===== src/rtl/sweep_sat_counter.sv =====
// Saturating up-counter with synchronous clear; clear beats increment.
module sweep_sat_counter #(
  parameter int W = 32
) (
  input  logic         clk,
  input  logic         rst_n,
  input  logic         clear,
  input  logic         inc,
  output logic [W-1:0] count
);

  always_ff @(posedge clk or negedge rst_n) begin
    if (!rst_n) begin
      count <= '0;
    end else if (clear) begin
      count <= '0;
    end else if (inc && !(&count)) begin
      count <= count + 1'b1;
    end
  end

endmodule


===== config.mk =====
export PLATFORM = sky130hd
export DESIGN_NAME = sweep_sat_counter
export DESIGN_NICKNAME = d
export VERILOG_FILES = /design/src/rtl/sweep_sat_counter.sv
export SDC_FILE = /design/constraint.sdc
export NUM_CORES = 1
export LEC_CHECK = 0
export ABC_CLOCK_PERIOD_IN_PS = 3400
export CAP_MARGIN = 10
export CORE_MARGIN = 5
export CORE_UTILIZATION = 50
export DETAILED_ROUTE_END_ITERATION = 10
export GPL_ROUTABILITY_DRIVEN = 0
export PLACE_DENSITY = 0.78
export SYNTH_ARGS = -nofsm -noshare
export SYNTH_HDL_FRONTEND = slang
export SYNTH_SLANG_ARGS = --single-unit

===== constraint.sdc =====
create_clock -name clk -period 3.4 [get_ports clk]
set_clock_uncertainty 0.1 [all_clocks]
set_input_delay 0.68 -clock clk [delete_from_list [all_inputs] [get_ports clk]]
set_output_delay 0.68 -clock clk [all_outputs]
set_load 0.03 [all_outputs]

# After elaboration in Yosys (flattened, before gate mapping)
# Index checks and enable logic that the tools add are counted.
# Widths: inputs -> output; s select.
classes:
  n_reduce_logical: 4
  muxes: 2
  addsub: 1
op_table:
  columns: ["cell", "count"]
  rows:
  - ["$mux 32", 2]
  - ["$add 32x1->32 const B", 1]
  - ["$reduce_and 32->1", 1]
  - ["$reduce_bool 2->1", 1]
  - ["$logic_and 1x1->1", 1]
  - ["$logic_not 1->1", 1]
totals:
  out_inout_bits: 32
  inputBits: 4
  wordCells: 8
  regBits: 32

# Logic depth before layout (Yosys ltp)
depth:
  ltp_word: 5
  mapped_depth: 8
  depth_no_buf: 6

# Worst setup path after synthesis
# No wires, ideal clock.
synth_timing:
  path_kind: "flip-flop to flip-flop"
  from: "register count[0]"
  to: "register count[1]"
  stages_incl_launch_ff: 9
  setup_time_ns: 0.132
  period_less_slack_ns: 2.204
  path_buffers: 2
  arrival_ns: 1.973
  required_time_ns: 3.168
  setup_slack_ns: 1.196
  path_cell_list: "dfrtp_1 -> ha_1 -> nand3_1 -> or2_1 -> o41ai_4 -> buf_6 -> buf_6 -> mux2i_1 -> nor2_1"
synth_between:
  elab_chain_cells: 4
  word_cells_on_any_way: 7
  classes_between: "add/sub: 1; mux: 2; reduce/logical: 4"
synth_rtl:
  columns: ["item", "line", "rtl"]
  rows:
  - ["start, declared", "9", "output logic [W-1:0] count"]
  - ["start signal, assigned", "18", "count <= count + 1'b1;"]
  - ["parallel branches: the longest is 4 deep, another holds $add 32x1->32", null, null]
# Parallel ways; which one is timed is not known. The select of a mux whose other input is x is not followed.
# A chain may end at the register's enable or synchronous reset.

# Worst setup path in the final report
layout_timing:
  from: "register count[2]"
  to: "register count[25]"
# Same word-level chain as after synthesis.

==> results.toml <==
[cts]
cts_tree = "yes"
path_clk_slew_ps = 70
post-cts-setup-buffers = 0
cts_resized = 0
cts_hold_buf = 0
cts_sinks = 32
cts_buffer_depth = 2
cts_made_buffers = 5
htreeDepth = 2
cts-root-buf = "clkbuf_8"
clock_latency_ps = 290

[critical_path]
critical_path.startpoint_type = "register"
critPathMaxFanout = 17
worstReg2RegEnd = "count[25]$_DFFE_PN0P_"
critPathMaxStageDelay_ps = 460
r2r_setup_slack_ps = 920
crit_top_cell = "nor4_1"
crit_chain = "nand3_1, nor4_1, nand2_1, nor4_1, mux2_4"
arrival_ps = 2540
rr_worst_depth = 5
crit_path_end_kind = "register"
worstPathRequired_ps = 3470
r2r-start = "count[2]$_DFFE_PN0P_"
crit_slowest_cell = "dfrtp_1"
crit_type = "register to register"

[yosys]
synth_nets = 195
synthCells = 190
synth_seq_cells = 32
synth_top_area_frac = 0.429
synth.avg_cell_area_um2 = 9.82
yosysSeqAreaShare = 0.429
ys_warn_count = 0
synth.distinct_cells = 39
netlist_area_um2 = 1870
yosys.area.top_type = "dfrtp_1"
netlist_top_cells_area = "dfrtp_1, or4_1, a21oi_1, o31ai_1, nand4_4"

[layout]
layout-drive-gt1-share = 0.100
diodes = 0
final_cells = 277
final_area_um2 = 2340
final_cell_mix = "clkdlybuf4s50_1, dfrtp_1, a21oi_1"
layout.cells.most_common = "clkdlybuf4s50_1"
multi_input_area_um2 = 988
largest_register_ffs = 32
layout.nets = 233
top_regs = "count: 32 flops"
n_fill_cell = 329
top_register = "count"
final_core_util = 0.645
seq_area_um2 = 801
area_delta_synth_final_pct = 25.7

[sta]
tightest_slew_ps = 585
drv_slew = 0
setup_viol = 0
hold_viol = 0
min_period_ps = 2480
max_freq_mhz = 404
slew_headroom = 0.608
period_share = 0.728
rsz0062_at_grt = "false"
fin_ws_ps = 925
fin_hold_ws_ps = 479
setup-tns-final_ps = 0

[route]
dr.pass1.iters = 4
wirelength_mm = 4.16
drc = 0
via_count = 1595
via_per_inst = 5.76
ant_nets = 0
drt_iter0_markers = 139
routedWlPerCell_um = 15.0

[floorplan]
rows = 22
core-area_um2 = 3630
pin_count = 36
dieArea_um2 = 5050
die_w_um = 71.1
start_util = 0.513
die_height_um = 71.1

[hold_path]
whs_endpoint = "count[22]$_DFFE_PN0P_"
min_path_type = "register to register"
worstHoldStart = "count[22]$_DFFE_PN0P_"
holdPathStages = 2

[global_route]
grt_use_total = 0.176
overflow = 0
grt_pass1_wl_mm = 7.27
antenna_found_initial = 0
grt_pass1_vias = 1593
grt_start_max_net_pins = 33

[pwr]
vdd_ir_drop_max_mv = 0.271
p_leak_nw = 0.940
power_mw = 0.736
power.density_nw_per_um2 = 314

[outcome]
status = "finished clean"

[job]
drv_cap = 0

[placement]
dp_hpwl_mm = 2.97
placedCellCount = 269
dpl-instance-area_um2 = 2250
pre_cts_slack_ps = 712
portBuffers = 35
[where the power goes]
part           total (mW)  switching, mW  internal, mW
combinational      0.0461         0.0310        0.0151
clock               0.304          0.142         0.161
sequential          0.386        0.00314         0.383
[how the worst max path moves through the flow]
stage,startpoint,to,slack [ps],depth (start not counted)
final,count[2]$_DFFE_PN0P_,count[25]$_DFFE_PN0P_,920,5
after global placement,inc,count[30]$_DFFE_PN0P_,740,6
after floorplan,count[0]$_DFFE_PN0P_,count[1]$_DFFE_PN0P_,1200,8
after CTS,count[0]$_DFFE_PN0P_,count[1]$_DFFE_PN0P_,960,7
after global routing,count[0]$_DFFE_PN0P_,count[1]$_DFFE_PN0P_,760,7
after detailed placement,inc,count[30]$_DFFE_PN0P_,710,6
[logic make-up after synthesis]
| family | share of synthesized area |
|---|---|
| AOI/OAI and AO/OA | 0.168 |
| muxes | 0.0134 |
| buffers and inverters | 0.0409 |
| and+or+nand+nor | 0.304 |
| DFF | 0.429 |
| adders and majority gates | 0.00671 |
| xor gates and xnor gates | 0.0376 |
[critical path, delay by kind of cell (launching register included)]
kind / cells / cell delay [ps]
DFF: 1 / 460
muxes: 1 / 330
and+or+nand+nor: 4 / 1460
[routing by layer]
metal	GRT usage	vias up	part of all wire
li1	-	804	-
met1	0.223	745	0.47
met2	0.295	40	0.47
met3	0.0426	6	0.050
met4	0.0564	0	0.0091
met5	0	-	0
[synthesized netlist by cell type (all sizes together)]
cell type	n
o41ai	3
nor4	4
inv	6
nor2	12
ha	1
nor2b	1
nand3	8
and3	6
buf	4
nand4	5
xor2	6
o2111ai	4
or4b	1
or2	2
and2	2
o31ai	10
clkbuf	4
and4	5
or3	8
a21oi	18
o311ai	1
xnor2	2
or4	15
dfrtp	32
nor3	1
mux2	1
mux2i	1
nand2	16
o21ai	9
o211ai	2
[cell type report]
cell class,instances,area share
clock buffer,6,0.0352
multi-input combinational,144,0.422
inverter,6,0.00961
timing repair buffer,39,0.162
sequential,32,0.342
clock inverter,2,0.00427
tap,48,0.0256
Note: power is estimated with default switching activity, not from simulation.
